`config.mk`:
```
export PLATFORM = sky130hd
export DESIGN_NAME = fetch_unit
export DESIGN_NICKNAME = d
export VERILOG_FILES = /design/src/rtl/fetch_unit.sv
export SDC_FILE = /design/constraint.sdc
export NUM_CORES = 1
export LEC_CHECK = 0
export ABC_AREA = 1
export BUFFER_PORTS_ARGS = -buffer_cell sky130_fd_sc_hd__buf_2
export CAP_MARGIN = 5
export CORE_MARGIN = 2
export CORE_UTILIZATION = 49
export DETAILED_ROUTE_END_ITERATION = 8
export PLACE_DENSITY = 0.76
export SYNTH_ARGS = -nofsm -noshare
export SYNTH_HDL_FRONTEND = slang
export SYNTH_SLANG_ARGS = --single-unit
```
`constraint.sdc`:
```
create_clock -name clk -period 1.8 [get_ports clk]
set_clock_uncertainty 0.05 [all_clocks]
set_input_delay 0 -clock clk [delete_from_list [all_inputs] [get_ports clk]]
set_output_delay 0 -clock clk [all_outputs]
set_load 0.02 [all_outputs]
```
`src/rtl/fetch_unit.sv`:
```
// Instruction fetch stage: PCF, single-outstanding IMem handshake, IF/ID register.
// Define FETCH_PERF_EN to add the FetchCount/BubbleCount performance counters.
module fetch_unit (
    input  logic        clk,
    input  logic        reset,
    input  logic        StallF,
    input  logic        StallD,
    input  logic        PCSrcD,
    input  logic [31:0] PCBranchD,
    output logic        IMemReq,
    output logic [31:0] IMemAddr,
    input  logic        IMemReady,
    input  logic        IMemValid,
    input  logic [31:0] IMemRData,
    output logic [31:0] InstrD,
    output logic [31:0] PCPlus4D,
    output logic        ValidD
`ifdef FETCH_PERF_EN
    ,
    output logic [31:0] FetchCount,
    output logic [31:0] BubbleCount
`endif
);

    typedef enum logic [1:0] {
        S_REQ,
        S_WAIT,
        S_HOLD,
        S_DROP
    } state_e;

    state_e      state_q, state_d;
    logic [31:0] pcf_q, pcf_d;
    logic [31:0] instr_q, instr_d;
    logic [31:0] pcp4_q, pcp4_d;
    logic        valid_q, valid_d;
    logic [31:0] buf_instr_q, buf_instr_d;
    logic [31:0] buf_pcp4_q, buf_pcp4_d;

    logic        redirect;
    logic        accept;
    logic        deliver;
    logic        idle_bubble;
    logic [31:0] dlv_instr;
    logic [31:0] dlv_pcp4;
    logic [31:0] pc_plus4;

    assign redirect = PCSrcD && !StallD;
    assign pc_plus4 = pcf_q + 32'd4;
    assign IMemAddr = pcf_q;
    assign IMemReq  = (state_q == S_REQ) && !StallF && !reset;
    assign accept   = IMemReq && IMemReady;

    assign InstrD   = instr_q;
    assign PCPlus4D = pcp4_q;
    assign ValidD   = valid_q;

    always_comb begin
        state_d     = state_q;
        pcf_d       = pcf_q;
        instr_d     = instr_q;
        pcp4_d      = pcp4_q;
        valid_d     = valid_q;
        buf_instr_d = buf_instr_q;
        buf_pcp4_d  = buf_pcp4_q;
        deliver     = 1'b0;
        idle_bubble = 1'b0;
        dlv_instr   = 32'd0;
        dlv_pcp4    = 32'd0;

        unique case (state_q)
            S_REQ: begin
                if (accept) begin
                    state_d = redirect ? S_DROP : S_WAIT;
                end
            end
            S_WAIT: begin
                if (redirect) begin
                    state_d = IMemValid ? S_REQ : S_DROP;
                end else if (IMemValid) begin
                    if (!StallD) begin
                        deliver   = 1'b1;
                        dlv_instr = IMemRData;
                        dlv_pcp4  = pc_plus4;
                        state_d   = S_REQ;
                    end else begin
                        buf_instr_d = IMemRData;
                        buf_pcp4_d  = pc_plus4;
                        state_d     = S_HOLD;
                    end
                end
            end
            S_HOLD: begin
                if (redirect) begin
                    state_d = S_REQ;
                end else if (!StallD) begin
                    deliver   = 1'b1;
                    dlv_instr = buf_instr_q;
                    dlv_pcp4  = buf_pcp4_q;
                    state_d   = S_REQ;
                end
            end
            S_DROP: begin
                if (IMemValid) begin
                    state_d = S_REQ;
                end
            end
            default: state_d = S_REQ;
        endcase

        // Redirect wins over delivery; a stalled IF/ID holds its value.
        if (redirect) begin
            pcf_d   = PCBranchD;
            instr_d = 32'd0;
            pcp4_d  = 32'd0;
            valid_d = 1'b0;
        end else if (deliver) begin
            pcf_d   = pc_plus4;
            instr_d = dlv_instr;
            pcp4_d  = dlv_pcp4;
            valid_d = 1'b1;
        end else if (!StallD) begin
            idle_bubble = 1'b1;
            instr_d     = 32'd0;
            pcp4_d      = 32'd0;
            valid_d     = 1'b0;
        end
    end

    always_ff @(posedge clk) begin
        if (reset) begin
            state_q     <= S_REQ;
            pcf_q       <= 32'd0;
            instr_q     <= 32'd0;
            pcp4_q      <= 32'd0;
            valid_q     <= 1'b0;
            buf_instr_q <= 32'd0;
            buf_pcp4_q  <= 32'd0;
        end else begin
            state_q     <= state_d;
            pcf_q       <= pcf_d;
            instr_q     <= instr_d;
            pcp4_q      <= pcp4_d;
            valid_q     <= valid_d;
            buf_instr_q <= buf_instr_d;
            buf_pcp4_q  <= buf_pcp4_d;
        end
    end

`ifdef FETCH_PERF_EN
    logic [31:0] fetch_cnt_q;
    logic [31:0] bubble_cnt_q;

    always_ff @(posedge clk) begin
        if (reset) begin
            fetch_cnt_q  <= 32'd0;
            bubble_cnt_q <= 32'd0;
        end else begin
            if (deliver) begin
                fetch_cnt_q <= fetch_cnt_q + 32'd1;
            end
            if (idle_bubble) begin
                bubble_cnt_q <= bubble_cnt_q + 32'd1;
            end
        end
    end

    assign FetchCount  = fetch_cnt_q;
    assign BubbleCount = bubble_cnt_q;
`endif

endmodule

```
## Yosys cells after proc, flatten, opt, wreduce, memory -nomap -nowiden

Cells that the tools add are included.

| word-level totals | value |
|---|---|
| bits of input ports | 71 |
| register bits | 163 |
| output and inout port bits | 98 |

| cells by class | value |
|---|---|
| multiplexer cells | 30 |
| bitwise gates (word level) | 1 |
| equality and inequality tests | 8 |
| reductions and logical operators | 12 |
| $add $sub $neg | 1 |

Operators with widths:

| cell | number |
|---|---|
| $mux 32 | 11 |
| $pmux 32 s2 | 2 |
| $add 32x3->32 const B | 1 |
| $mux 2 | 9 |
| $pmux 2 s4 | 1 |
| $reduce_and 4->1 | 2 |
| $mux 1 | 6 |
| $ne 3x3->1 const B | 2 |
| $eq 2x2->1 const B | 2 |
| $logic_and 1x1->1 | 4 |
| $ne 2x2->1 const B | 2 |
| $logic_not 1->1 | 3 |
| $eq 2x1->1 const B | 1 |
| $logic_not 2->1 | 1 |
| $ne 2x1->1 const B | 1 |
| $pmux 1 s2 | 1 |
| $reduce_bool 2->1 | 1 |
| $reduce_or 2->1 | 1 |
| $not 1->1 | 1 |

## Depth between registers and ports, before layout

Gate-level depths: netlist (run 1).

| depth | value |
|---|---|
| depth after elaboration | 6 |
| gate-level depth with buffers | 12 |

## Least setup slack after synthesis (run 1)

No wires, ideal clock.

| timing | value |
|---|---|
| path kind | register to register |
| start point | register state_q[0] |
| end point | register state_q[1] |
| slack | -0.032 ns |
| stages on the path, launching flop included | 10 |
| arrival time | 1.663 ns |
| library setup time | 0.120 ns |
| clock period less this slack | 1.832 ns |
| cell sequence | dfxtp_1 inv_1 ha_1 inv_1 nor3_1 nand2_1 a21oi_1 nand2_1 o21ai_0 a21oi_1 |

| between the ends | value |
|---|---|
| cells in the longest elaborated chain, start to end | 6 |

RTL lines:

| element | RTL line | source |
|---|---|---|
| from (decl) | 32 | `state_e state_q, state_d;` |
| from (signal assigned) | 140 | `state_q <= state_d;` |
| $logic_not 2->1 | 51 | `assign IMemReq = (state_q == S_REQ) && !StallF && !reset;` |
| $logic_and 1x1->1 (2 in a row) | 51 |  |
| net IMemReq | 10 | `output logic IMemReq,` |
| $logic_and 1x1->1 | 52 | `assign accept = IMemReq && IMemReady;` |
| $ne 2x2->1 (no source line) | n/a |  |
| $reduce_and 4->1 (no source line) | n/a |  |

The timed path passes the listed nets, and every way through them passes these cells.
A chain may end at the register's enable or synchronous reset.

## Worst setup path in the final report (run 1)

| timing | value |
|---|---|
| start point | register pcf_q[3] (netlist: IMemAddr[3]) |
| end point | register pcp4_q[28] (netlist: PCPlus4D[28]) |

| between the ends | value |
|---|---|
| cells in the longest elaborated chain, start to end | 5 |

RTL lines:

| element | RTL line | source |
|---|---|---|
| from (decl) | 33 | `logic [31:0] pcf_q, pcf_d;` |
| from (signal assigned) | 141 | `pcf_q <= pcf_d;` |
| $add 32x3->32 | 49 | `assign pc_plus4 = pcf_q + 32'd4;` |
| $mux 32 | 81 | `if (!StallD) begin` |
| $mux 32 | 80 | `end else if (IMemValid) begin` |
| $pmux 32 s2 | 71 | `unique case (state_q)` |
| $mux 32 | 117 | `end else if (deliver) begin` |
| to (signal assigned) | 143 | `pcp4_q <= pcp4_d;` |
| to (decl) | 35 | `logic [31:0] pcp4_q, pcp4_d;` |

No other way between the ends.

==> reports/results.md, run 1 <==
| Step | Metric | Value |
|---|---|---|
| sta | Slew @ Worst Pin | 548 ps |
| logic synthesis | Cell types with the largest area share after synthesis | sky130_fd_sc_hd__dfxtp_1 (43%), sky130_fd_sc_hd__nand2_1 (14%), sky130_fd_sc_hd__o21ai_0 (7.6%) |
| cts | Sinks on Clock Net | 163 |
| sta | Normalized max-slew margin | 63.4% |
| sta | Final Critical Period | 1740 ps |
| cells and area | Storage element area | 3270 um2 |
| cells and area | Finished Core Util | 69.3% |
| drt | DRC viols | 0 |
| min path | Worst Hold Launch | StallD |
| global route | Number of antenna violations at the first check in global routing | 0 |
| cells and area | Signed area change from the synthesized netlist to the final layout | 38.4% |
| critical path | R2R Path End | PCPlus4D[28] |
| logic synthesis | Cell type with the highest aggregate area in the netlist | sky130_fd_sc_hd__dfxtp_1 |
| cells and area | Count of nets after finishing | 1384 |
| cts | Root buffer cell | sky130_fd_sc_hd__clkbuf_16 |
| sta | Final number of max-transition violations | 0 |
| critical path | Count of cells along the worst register-to-register path | 12 |
| critical path | Data arrival at the endpoint of the critical path | 2010 ps |
| run | Maximum Capacitance Violations | 0 |
| place | HPWL Detailed | 14600 um |
| power and ir drop | Largest voltage drop on the vdd net | 0.724 mV |
| power and ir drop | Pwr dens | 957 nW/um2 |
| drt | Vias | 8176 |
| global route | Pin count of the biggest net entering global routing | 57 |
| global route | Wire length of the first global-routing pass | 36200 um |
| cells and area | Multi-input gate area in the final layout | 3810 um2 |
| die | Initial cell density of the core | 50.1% |
| power and ir drop | Power after layout | 10.0 mW |
| global route | Via count of the first global-routing pass | 7451 |
| power and ir drop | Leakage power total | 4.61 nW |
| place | Cell Area, Placed | 8840 um2 |
| min path | Endpoint with the worst hold slack | ValidD |
| min path | Worst hold stages | 4 |
| critical path | Setup slack, reg-to-reg | 60 ps |
| place | Number of buffers inserted by port buffering | 168 |
| logic synthesis | Number of storage elements in the synthesis netlist | 163 |
| critical path | Crit start category | flop |
| cells and area | Proportion of layout cells with a drive suffix above 1 | 24.8% |
| die | Area of the die | 16500 um2 |
| sta | Timing-limited maximum frequency | 573 MHz |
| logic synthesis | Mux contribution to synthesized area | 0% |
| critical path | Critical Path Fanout Max | 5 |
| critical path | Element type at the critical path end | flop |
| logic synthesis | Fraction of registers with async set or reset after synthesis | 0% |
| logic synthesis | Combined area of all synthesized cells | 7590 um2 |
| drt | Count of routing violations after the opening detailed-route iteration | 652 |
| logic synthesis | Sequential-to-total area share from yosys stat | 43.0% |
| drt | Number of iterations in the first detailed-routing pass | 7 |
| die | Row Count | 45 |
| cells and area | Total non-filler cell area in the finished layout | 10500 um2 |
| logic synthesis | Synth warnings | 0 |
| cts | CTS tree | yes |
| critical path | Worst Path Class, Setup | flop to flop |
| drt | Routed wire per std cell | 15.6 um |
| cells and area | Most frequent cells in the layout | sky130_fd_sc_hd__nand2_1 (268), sky130_fd_sc_hd__buf_2 (168), sky130_fd_sc_hd__dfxtp_1 (154), sky130_fd_sc_hd__o21ai_0 (109), sky130_fd_sc_hd__a21oi_1 (109) |
| logic synthesis | Number of enable-type register cells in the synthesized netlist | 0 |
| place | RD Place Congestion | 0.926 |
| place | Instance count after placement with tap cells included | 1396 |
| critical path | Worst reg2reg path startpoint | IMemAddr[3] |
| logic synthesis | Main synth FF type | sky130_fd_sc_hd__dfxtp_1 |
| logic synthesis | Count of distinct cell types in the synthesized netlist | 32 |
| sta | Period utilization | 96.9% |
| cells and area | Most common cell after layout, fill and taps aside | sky130_fd_sc_hd__nand2_1 |
| drt | ANT nets after route | 0 |
| logic synthesis | Xor-xnor portion of the synthesized cell area | 2.32% |
| logic synthesis | Post-Synthesis Cells | 1062 |
| drt | Routed wire length | 23500 um |
| sta | Final setup violation count | 0 |
| cts | H-tree depth | 4 |
| logic synthesis | Largest family of logic cells by synthesized area | simple AND/OR/NAND/NOR gates |
| status | Status | complete, no violations |
| cts | Clock latency on the worst-skew pair | 430 ps |
| sta | RSZ-0062 raised after global routing | yes |
| logic synthesis | Area fraction of the dominant cell type after synthesis | 43.0% |
| drt | Vias per Instance | 5.42 |
| global route | Sum of overflow across all layers after global routing | 0 |
| die | IO Count | 169 |
| critical path | Data required, critical path | 2060 ps |
| die | Core area | 15100 um2 |
| die | DIE HEIGHT | 128 um |
| die | Die X-Extent | 128 um |
| logic synthesis | Area share of and/or/nand/nor cells after synthesis | 22.9% |
| logic synthesis | Number of nets produced by synthesis | 1139 |
| cts | Clock buffer count from CTS | 17 |
| logic synthesis | Syn avg cell area | 7.15 um2 |
| cells and area | Count of fill cells added during filler insertion | 1199 |
| cts | Clock Pin Slew Worst Setup and Hold Paths | 60 ps |
| global route | Overall track demand over capacity in global routing | 27.5% |
| logic synthesis | Compound-cell area share of the yosys netlist | 22.2% |
| sta | Final Hold Viols | 0 |
| cells and area | Post-route non-filler standard cell count | 1509 |
| min path | Type of the most critical hold path | input port to flop |
| cts | CTS max path bufs | 2 |
| logic synthesis | Synth Area in Adders | 0.989% |
==> stage by stage <==
stage	worst slack, ps	hold WS (ps)	TNS (ps)
after floorplan	8.24	4.77	0
after global placement	-17.4	175	-32.4
after detailed placement	-63.3	182	-601
after CTS	31.7	69.8	0
after global routing	-55.1	92.1	-333
final	56.0	85.6	0
==> synth_stat cells (7+ instances only) <==
| cell | count |
|---|---|
| sky130_fd_sc_hd__nand3_1 | 51 |
| sky130_fd_sc_hd__buf_2 | 17 |
| sky130_fd_sc_hd__clkbuf_1 | 46 |
| sky130_fd_sc_hd__nor2_4 | 8 |
| sky130_fd_sc_hd__xor2_1 | 7 |
| sky130_fd_sc_hd__a21oi_1 | 111 |
| sky130_fd_sc_hd__o22ai_1 | 22 |
| sky130_fd_sc_hd__nor2_1 | 66 |
| sky130_fd_sc_hd__o21ai_0 | 115 |
| sky130_fd_sc_hd__o21bai_1 | 16 |
| sky130_fd_sc_hd__dfxtp_1 | 163 |
| sky130_fd_sc_hd__nand2_1 | 275 |
| sky130_fd_sc_hd__buf_4 | 8 |
| sky130_fd_sc_hd__inv_1 | 79 |
| sky130_fd_sc_hd__a31oi_1 | 9 |
| sky130_fd_sc_hd__a32oi_1 | 14 |
| sky130_fd_sc_hd__o211ai_1 | 9 |
==> worst max-delay path by stage <==
stage / start / end / slack, ps / cells past startpoint
after floorplan: state_q[0] / IMemAddr[30] / 8 / 12
after global placement: state_q[0] / PCPlus4D[29] / -20 / 8
after detailed placement: state_q[0] / PCPlus4D[30] / -60 / 8
after CTS: IMemAddr[2] / PCPlus4D[20] / 30 / 11
after global routing: IMemAddr[2] / IMemAddr[25] / -60 / 10
final: IMemAddr[3] / PCPlus4D[28] / 60 / 12
==> worst max-delay path, stage by stage, from the launching register on <==
cell	delay (ps)
sky130_fd_sc_hd__dfxtp_2	350
sky130_fd_sc_hd__ha_4	160
sky130_fd_sc_hd__nand2_4	50
sky130_fd_sc_hd__nor2_4	200
sky130_fd_sc_hd__nand2_4	110
sky130_fd_sc_hd__nor2_4	240
sky130_fd_sc_hd__nand2_1	100
sky130_fd_sc_hd__nand2_1	80
sky130_fd_sc_hd__nand2_2	80
sky130_fd_sc_hd__nand2_1	70
sky130_fd_sc_hd__nand2_1	50
sky130_fd_sc_hd__nand2_1	50
sky130_fd_sc_hd__a21oi_1	50
==> per-layer routing <==
layer	vias up	wire length, um	share of wire [%]	GRT usage [%]
met1	3725	9990	42	36.1
met2	397	10900	46	44.2
met4	0	600	2.5	10.6
met3	52	2050	8.7	6.32
met5	-	0	0	0
li1	4002	-	-	-
==> cell families (layout without fill, tap and decap cells) <==
logic type,count (synthesis),in the layout
xor+xnor,15,15
fa+ha+maj,6,6
compound gates,303,303
simple gates,417,417
buf+inv,158,416
flops,163,163
other cells,0,1
==> power breakdown <==
group	switching, mW	internal [mW]	total (mW)	leakage (nW)
Combinational	1.23	0.811	2.04	2.98
Clock	1.51	2.43	3.95	0.308
Sequential	0.175	3.88	4.06	1.33
==> layout make-up <==
class                           instances  area share, %
Inverter                               86           3.12
Antenna cell                            1         0.0238
Sequential cell                       163           31.2
Tap cell                              188           2.24
Clock inverter                         12           1.70
Timing Repair Buffer                  298           21.0
Clock buffer                           20           4.44
Multi-Input combinational cell        741           36.2
==> sequential cells by signal, indices dropped and copies added, names as in the netlist <==
signal       cells
IMemAddr        32
PCPlus4D        32
ValidD           1
buf_pcp4_q      32
buf_instr_q     32
state_q          2
InstrD          32
==> repair_timing <==
item,in CTS,in global routing
buffers inserted,0,5
cloned,0,4
pin swaps,0,18
endpoints found under the hold margin,101,0
gates resized for setup,3,50
setup endpoints to repair,32,115
hold buffers,71,0
Power figures use the tool's default switching activity.
==> inputs of run 2 (changes only) <==
--- a/config.mk
+++ b/config.mk
@@ -9,9 +9,9 @@
 export BUFFER_PORTS_ARGS = -buffer_cell sky130_fd_sc_hd__buf_2
 export CAP_MARGIN = 5
 export CORE_MARGIN = 2
-export CORE_UTILIZATION = 49
+export CORE_UTILIZATION = 54
 export DETAILED_ROUTE_END_ITERATION = 8
-export PLACE_DENSITY = 0.76
+export PLACE_DENSITY = 0.8
 export SYNTH_ARGS = -nofsm -noshare
 export SYNTH_HDL_FRONTEND = slang
 export SYNTH_SLANG_ARGS = --single-unit
==> constraint.sdc (replaced) <==
create_clock -name clk -period 1.85 [get_ports clk]
set_clock_uncertainty 0.05 [all_clocks]
set_input_delay 0 -clock clk [delete_from_list [all_inputs] [get_ports clk]]
set_output_delay 0 -clock clk [all_outputs]
set_load 0.02 [all_outputs]
==> reports/results.md, run 2 (synthesized netlist as in run 1, its figures left out) <==
| Step | Metric | Value | vs previous |
|---|---|---|---|
| power and ir drop | Pwr dens | 920 nW/um2 | -3.8% |
| cells and area | Most common cell after layout, fill and taps aside | sky130_fd_sc_hd__nand2_1 |  |
| run | Maximum Capacitance Violations | 0 | unchanged |
| die | Area of the die | 15000 um2 | -9.0% |
| global route | Via count of the first global-routing pass | 7670 | +2.9% |
| cts | H-tree depth | 4 | unchanged |
| global route | Number of antenna violations at the first check in global routing | 0 | unchanged |
| sta | Final Hold Viols | 0 | unchanged |
| place | RD Place Congestion | 0.918 | -0.77% |
| cts | Sinks on Clock Net | 163 | unchanged |
| die | Core area | 13800 um2 | -8.7% |
| drt | Count of routing violations after the opening detailed-route iteration | 941 | +44% |
| cts | CTS tree | yes |  |
| die | Row Count | 43 | -4.4% |
| global route | Sum of overflow across all layers after global routing | 0 | unchanged |
| critical path | Worst Path Class, Setup | flop to flop |  |
| cells and area | Ant diodes | 0 | -1 |
| sta | Slew @ Worst Pin | 520 ps | -28.2 ps |
| place | HPWL Detailed | 14400 um | -1.4% |
| die | IO Count | 169 | unchanged |
| cells and area | Most frequent cells in the layout | sky130_fd_sc_hd__nand2_1 (271), sky130_fd_sc_hd__buf_2 (168), sky130_fd_sc_hd__dfxtp_1 (155), sky130_fd_sc_hd__a21oi_1 (107), sky130_fd_sc_hd__o21ai_0 (105) |  |
| sta | Final Critical Period | 1810 ps | +63.3 ps |
| sta | Period utilization | 97.7% | +0.80 points |
| drt | ANT nets after route | 0 | unchanged |
| critical path | Data required, critical path | 2120 ps | +60 ps |
| global route | Pin count of the biggest net entering global routing | 67 | +18% |
| sta | Timing-limited maximum frequency | 553 MHz | -3.5% |
| sta | Normalized max-slew margin | 65.3% | +1.9 points |
| drt | Routed wire length | 24400 um | +3.7% |
| drt | Routed wire per std cell | 16.4 um | +4.8% |
| cts | Clock Pin Slew Worst Setup and Hold Paths | 70 ps | about the same |
| die | Die X-Extent | 123 um | -4.6% |
| drt | Vias | 8458 | +3.4% |
| critical path | Crit start category | flop |  |
| sta | Final setup violation count | 0 | unchanged |
| cells and area | Count of fill cells added during filler insertion | 998 | -17% |
| global route | Overall track demand over capacity in global routing | 30.8% | +3.3 points |
| cells and area | Multi-input gate area in the final layout | 3780 um2 | -0.56% |
| cells and area | Storage element area | 3280 um2 | about the same |
| cts | CTS max path bufs | 2 | unchanged |
| critical path | Crit-path most repeated cell | sky130_fd_sc_hd__nand2_1 |  |
| min path | Type of the most critical hold path | input port to flop |  |
| sta | RSZ-0062 raised after global routing | yes |  |
| critical path | Delay of the slowest cell on the worst path | 380 ps | +30 ps |
| power and ir drop | Leakage power total | 4.50 nW | -2.5% |
| cells and area | Proportion of layout cells with a drive suffix above 1 | 23.9% | -0.92 points |
| cells and area | Total non-filler cell area in the finished layout | 10300 um2 | -1.9% |
| critical path | Cell family with most CP delay | buffers and inverters |  |
| status | Status | complete, no violations |  |
| critical path | Ordered list of cells on the worst path | inv_2 -> ha_4 -> nand2_1 -> nand2_1 -> nand3_2 -> clkinv_4 -> buf_4 -> clkbuf_16 -> a32oi_2 -> a21oi_1 |  |
| place | Number of buffers inserted by port buffering | 168 | unchanged |
| sta | Final number of max-transition violations | 0 | unchanged |
| cells and area | Count of nets after finishing | 1376 | -0.58% |
| cells and area | Signed area change from the synthesized netlist to the final layout | 35.7% |  |
| cts | Root buffer cell | sky130_fd_sc_hd__clkbuf_16 |  |
| place | Cell Area, Placed | 8720 um2 | -1.4% |
| critical path | Worst Path Buf+Inv | 4 | +4 |
| cts | Clock latency on the worst-skew pair | 440 ps | about the same |
| critical path | Element type at the critical path end | flop |  |
| drt | DRC viols | 0 | unchanged |
| place | Pre-CTS setup slack | -21.3 ps | +42.1 ps |
| critical path | Data arrival at the endpoint of the critical path | 2080 ps | +70 ps |
| critical path | Critical Path Fanout Max | 17 | +12 |
| die | DIE HEIGHT | 123 um | -4.6% |
| drt | Vias per Instance | 5.67 | +4.6% |
| sta | Final setup slack of the worst path | 42.7 ps | -13.3 ps |
| power and ir drop | Largest voltage drop on the vdd net | 0.605 mV | -16% |
| global route | Wire length of the first global-routing pass | 36700 um | +1.2% |
| drt | Number of iterations in the first detailed-routing pass | 6 | -1 |
| cts | Clock buffer count from CTS | 17 | unchanged |
| die | Initial cell density of the core | 54.9% | +4.8 points |
| critical path | Crit-path slowest cell | sky130_fd_sc_hd__dfxtp_1 |  |
==> run 2: cell types whose count changed in the layout (fill, tap and decap cells not counted), sizes merged <==
cell and delta:
buf -6, dlygate4sd3 -1, bufinv -2, diode -1
clkbuf +1
==> run 2: final timing paths <==
check             startpoint  cells past startpoint  slack (ps)               to
max reg2reg       state_q[1]                     10          40      PCPlus4D[1]
max               state_q[1]                     10          40      PCPlus4D[1]
min reg2reg  buf_instr_q[18]                      2         400  buf_instr_q[18]
min            IMemRData[28]                      4         300  buf_instr_q[28]
==> run 2: timing repair <==
| item | in CTS | in global routing |
|---|---|---|
| hold buffers | 70 | 0 |
| hold endpoints to repair | 104 | 0 |
| pin swaps | 0 | 15 |
| cloned | 0 | 4 |
| setup buffers | 0 | 7 |
| resized for setup | 4 | 52 |
| setup endpoints to repair | 14 | 108 |
==> run 2: power by group <==
| part | switching [mW] | total, mW | internal (mW) | leakage, nW |
|---|---|---|---|---|
| Combinational | 1.21 | 1.96 | 0.749 | 2.89 |
| Sequential | 0.187 | 3.97 | 3.78 | 1.33 |
| Clock | 1.48 | 3.55 | 2.07 | 0.277 |
==> run 2: area by class of cell <==
type	count	share of cell area, %
Timing Repair Buffer	290	20.3
Clock inverter	10	1.23
Inverter	86	3.21
Sequential cell	163	31.8
Clock buffer	22	4.51
Multi-Input combinational cell	741	36.7
Tap cell	180	2.19
==> run 2: metal layers <==
layer  global-route usage (%)  part of all wire [%]  vias to the layer above  wire length, um
li1                         -                     -                     3992                -
met4                     15.4                   3.7                        0              906
met3                     7.06                   7.9                       82             1920
met1                     38.9                    41                     3928            10000
met2                     49.3                    47                      456            11600
met5                        0                     0                        -                0
==> run 2: worst register-to-register path, cell delays in order (launching register included) <==
cell and delay [ps]:
sky130_fd_sc_hd__dfxtp_1 380, sky130_fd_sc_hd__inv_2 90, sky130_fd_sc_hd__ha_4 170, sky130_fd_sc_hd__nand2_1 80, sky130_fd_sc_hd__nand2_1 70, sky130_fd_sc_hd__nand3_2 110
sky130_fd_sc_hd__clkinv_4 100, sky130_fd_sc_hd__buf_4 170, sky130_fd_sc_hd__clkbuf_16 180, sky130_fd_sc_hd__a32oi_2 210, sky130_fd_sc_hd__a21oi_1 90
==> run 2: metrics by stage <==
| stage | utilization, % | std cells | total power [mW] | hold slack, ps | setup TNS [ps] |
|---|---|---|---|---|---|
| 2_1_floorplan | - | 1062 | 5.05 | 19.1 | 0 |
| 5_1_grt | 74.5 | 1492 | 9.83 | 319 | -232 |
| 4_1_cts | 72.5 | 1481 | 9.26 | 265 | 0 |
| 3_3_place_gp | 63.1 | 1379 | 5.60 | 188 | 0 |
| 3_5_place_dp | 63.1 | 1379 | 5.65 | 187 | -96.4 |
| 6_report | 74.5 | 1492 | 9.48 | 297 | 0 |
==> inputs of run 3 (changes only) <==
==> constraint.sdc (replaced) <==
create_clock -name clk -period 1.85 [get_ports clk]
set_clock_uncertainty 0.05 [all_clocks]
set_input_delay 0.4625 -clock clk [delete_from_list [all_inputs] [get_ports clk]]
set_output_delay 0.4625 -clock clk [all_outputs]
set_load 0.02 [all_outputs]
==> reports/results.md, run 3 (synthesized netlist as in run 1, its figures left out) <==
| Step | Metric | Value | vs previous |
|---|---|---|---|
| cells and area | Count of nets after finishing | 1324 | -3.8% |
| drt | Count of routing violations after the opening detailed-route iteration | 815 | -13% |
| cells and area | Finished Core Util | 71.8% | -2.7 points |
| critical path | Data required, critical path | 1340 ps | -780 ps |
| die | Core area | 13800 um2 | unchanged |
| drt | Routed wire per std cell | 16.0 um | -1.9% |
| power and ir drop | Leakage power total | 4.37 nW | -2.8% |
| power and ir drop | Part of the total power dissipated in the clock network | 38.7% | +1.2 points |
| die | IO Count | 169 | unchanged |
| cells and area | Post-route non-filler standard cell count | 1439 | -3.6% |
| die | Area of the die | 15000 um2 | unchanged |
| power and ir drop | Part of the power in registers | 40.4% | -1.4 points |
| power and ir drop | Power after layout | 9.79 mW | +3.4% |
| drt | DRC viols | 0 | unchanged |
| sta | Final Critical Period | 1830 ps | +18.6 ps |
| sta | Timing-limited maximum frequency | 548 MHz | -1.0% |
| global route | Wire length of the first global-routing pass | 34700 um | -5.3% |
| cells and area | Ant diodes | 0 | unchanged |
| power and ir drop | Switching power total | 2.89 mW | +0.31% |
| power and ir drop | Total internal power | 6.91 mW | +4.7% |
| sta | Final hold slack | 215 ps | -82.2 ps |
| cells and area | Count of fill cells added during filler insertion | 1119 | +12% |
| place | Cell Area, Placed | 8880 um2 | +1.8% |
| sta | Period utilization | 98.7% | +1.0 points |
| sta | Final setup violation count | 0 | unchanged |
| cts | CTS max path bufs | 2 | unchanged |
| critical path | Crit start category | flop |  |
| global route | Number of antenna violations at the first check in global routing | 1 | +1 |
| power and ir drop | Combinational share of power | 20.9% | +0.2 points |
| cells and area | Total non-filler cell area in the finished layout | 9930 um2 | -3.6% |
| cells and area | Proportion of layout cells with a drive suffix above 1 | 26.1% | +2.2 points |
| sta | Final Hold Viols | 0 | unchanged |
| cells and area | Signed area change from the synthesized netlist to the final layout | 30.9% |  |
| sta | Normalized max-slew margin | 69.0% | +3.7 points |
| die | Initial cell density of the core | 54.9% | unchanged |
| power and ir drop | Pwr dens | 986 nW/um2 | +7.2% |
| place | RD Place Congestion | 0.942 | +2.5% |
| global route | Overall track demand over capacity in global routing | 29.3% | -1.5 points |
| cells and area | Multi-input gate area in the final layout | 3790 um2 | about the same |
| global route | Pin count of the biggest net entering global routing | 83 | +24% |
| sta | Slew @ Worst Pin | 465 ps | -54.7 ps |
| drt | Vias | 8020 | -5.2% |
| cells and area | Most frequent cells in the layout | sky130_fd_sc_hd__nand2_1 (271), sky130_fd_sc_hd__buf_2 (167), sky130_fd_sc_hd__dfxtp_1 (156), sky130_fd_sc_hd__a21oi_1 (111), sky130_fd_sc_hd__o21ai_0 (92) |  |
| power and ir drop | Net switching share of the total power | 29.5% | -0.89 points |
| cts | Clock latency on the worst-skew pair | 430 ps | about the same |
| place | HPWL Detailed | 14500 um | +1.1% |
| cts | Clock Pin Slew Worst Setup and Hold Paths | 60 ps | about the same |
| global route | Sum of overflow across all layers after global routing | 0 | unchanged |
| min path | Type of the most critical hold path | input port to flop |  |
| drt | Vias per Instance | 5.57 | -1.7% |
| cts | H-tree depth | 4 | unchanged |
| status | Status | complete, no violations |  |
| cts | Root buffer cell | sky130_fd_sc_hd__clkbuf_16 |  |
| cts | Clock buffer count from CTS | 17 | unchanged |
| cts | Number of buffers inserted by hold repair at cts | 0 | -100% |
| power and ir drop | Largest voltage drop on the vdd net | 0.749 mV | +24% |
| place | Instance count after placement with tap cells included | 1388 | +0.65% |
| critical path | Worst Path Class, Setup | flop to output pin |  |
| drt | ANT nets after route | 0 | unchanged |
| cts | CTS tree | yes |  |
| drt | Routed wire length | 23100 um | -5.4% |
| sta | Final number of max-transition violations | 0 | unchanged |
| drt | Number of iterations in the first detailed-routing pass | 5 | -1 |
| critical path | Critical Path Fanout Max | 2 | -15 |
| run | Maximum Capacitance Violations | 0 | unchanged |
| sta | RSZ-0062 raised after global routing | yes |  |
| die | Die X-Extent | 123 um | unchanged |
| cells and area | Storage element area | 3270 um2 | -0.11% |
| die | Row Count | 43 | unchanged |
| place | Number of buffers inserted by port buffering | 168 | unchanged |
| critical path | Data arrival at the endpoint of the critical path | 1310 ps | -770 ps |
| die | DIE HEIGHT | 123 um | unchanged |
| global route | Via count of the first global-routing pass | 7296 | -4.9% |
| cts | Sinks on Clock Net | 163 | unchanged |
| critical path | Element type at the critical path end | output pin |  |
| cells and area | Most common cell after layout, fill and taps aside | sky130_fd_sc_hd__nand2_1 |  |
[run 3: power groups by stage]
stage / sequential [mW] / clock [mW] / combinational (mW)
6_report: 3.95 / 3.79 / 2.05
3_5_place_dp: 4.02 / 0 / 1.71
4_1_cts: 3.94 / 3.82 / 1.81
3_3_place_gp: 4.00 / 0 / 1.68
5_1_grt: 3.98 / 3.95 / 2.23
2_1_floorplan: 4.09 / 0 / 0.959
[run 3: repair_timing]
item / 4_1_cts / 5_1_grt
buffers inserted: 4 / 10
endpoints found under the setup margin: 9 / 123
cloned: 0 / 6
resized for setup: 13 / 59
pin swaps: 2 / 15
[run 3: worst max-delay path, cell delays in order (launching register included)]
cell	delay (ps)
sky130_fd_sc_hd__dfxtp_2	320
sky130_fd_sc_hd__inv_2	70
sky130_fd_sc_hd__ha_4	140
sky130_fd_sc_hd__inv_2	40
sky130_fd_sc_hd__nor3_4	150
sky130_fd_sc_hd__buf_6	150
[run 3: worst paths after layout]
check | slack, ps | cells past startpoint | startpoint | endpoint
setup / recovery | 20 | 5 | state_q[0] | IMemReq
hold / removal | 210 | 3 | PCBranchD[1] | IMemAddr[1]
setup reg to reg | 70 | 12 | state_q[0] | IMemAddr[31]
hold reg to reg | 400 | 2 | buf_instr_q[13] | buf_instr_q[13]
[run 3: layout make-up]
type | count | area share [%]
clock inverter | 12 | 1.80
inverter | 86 | 3.33
clock buffer | 19 | 4.56
tap | 180 | 2.27
timing repair buffer | 238 | 17.0
sequential | 163 | 32.9
multi-input combinational | 741 | 38.1
[run 3: metal layers]
layer,up-vias,track usage [%],routed length [um],share of wire (%)
li1,3881,-,-,-
met1,3711,37.9,9650,42
met2,367,47.0,11000,48
met3,59,6.37,1810,7.8
met4,2,12.9,645,2.8
met5,-,0,7,0.030
[run 3: stage by stage]
step           setup TNS, ps  setup WS [ps]
3_3_place_gp               0           73.2
5_1_grt                 -185          -47.4
3_5_place_dp               0          0.232
2_1_floorplan              0           17.6
6_report                   0           24.1
4_1_cts                -39.4          -36.9
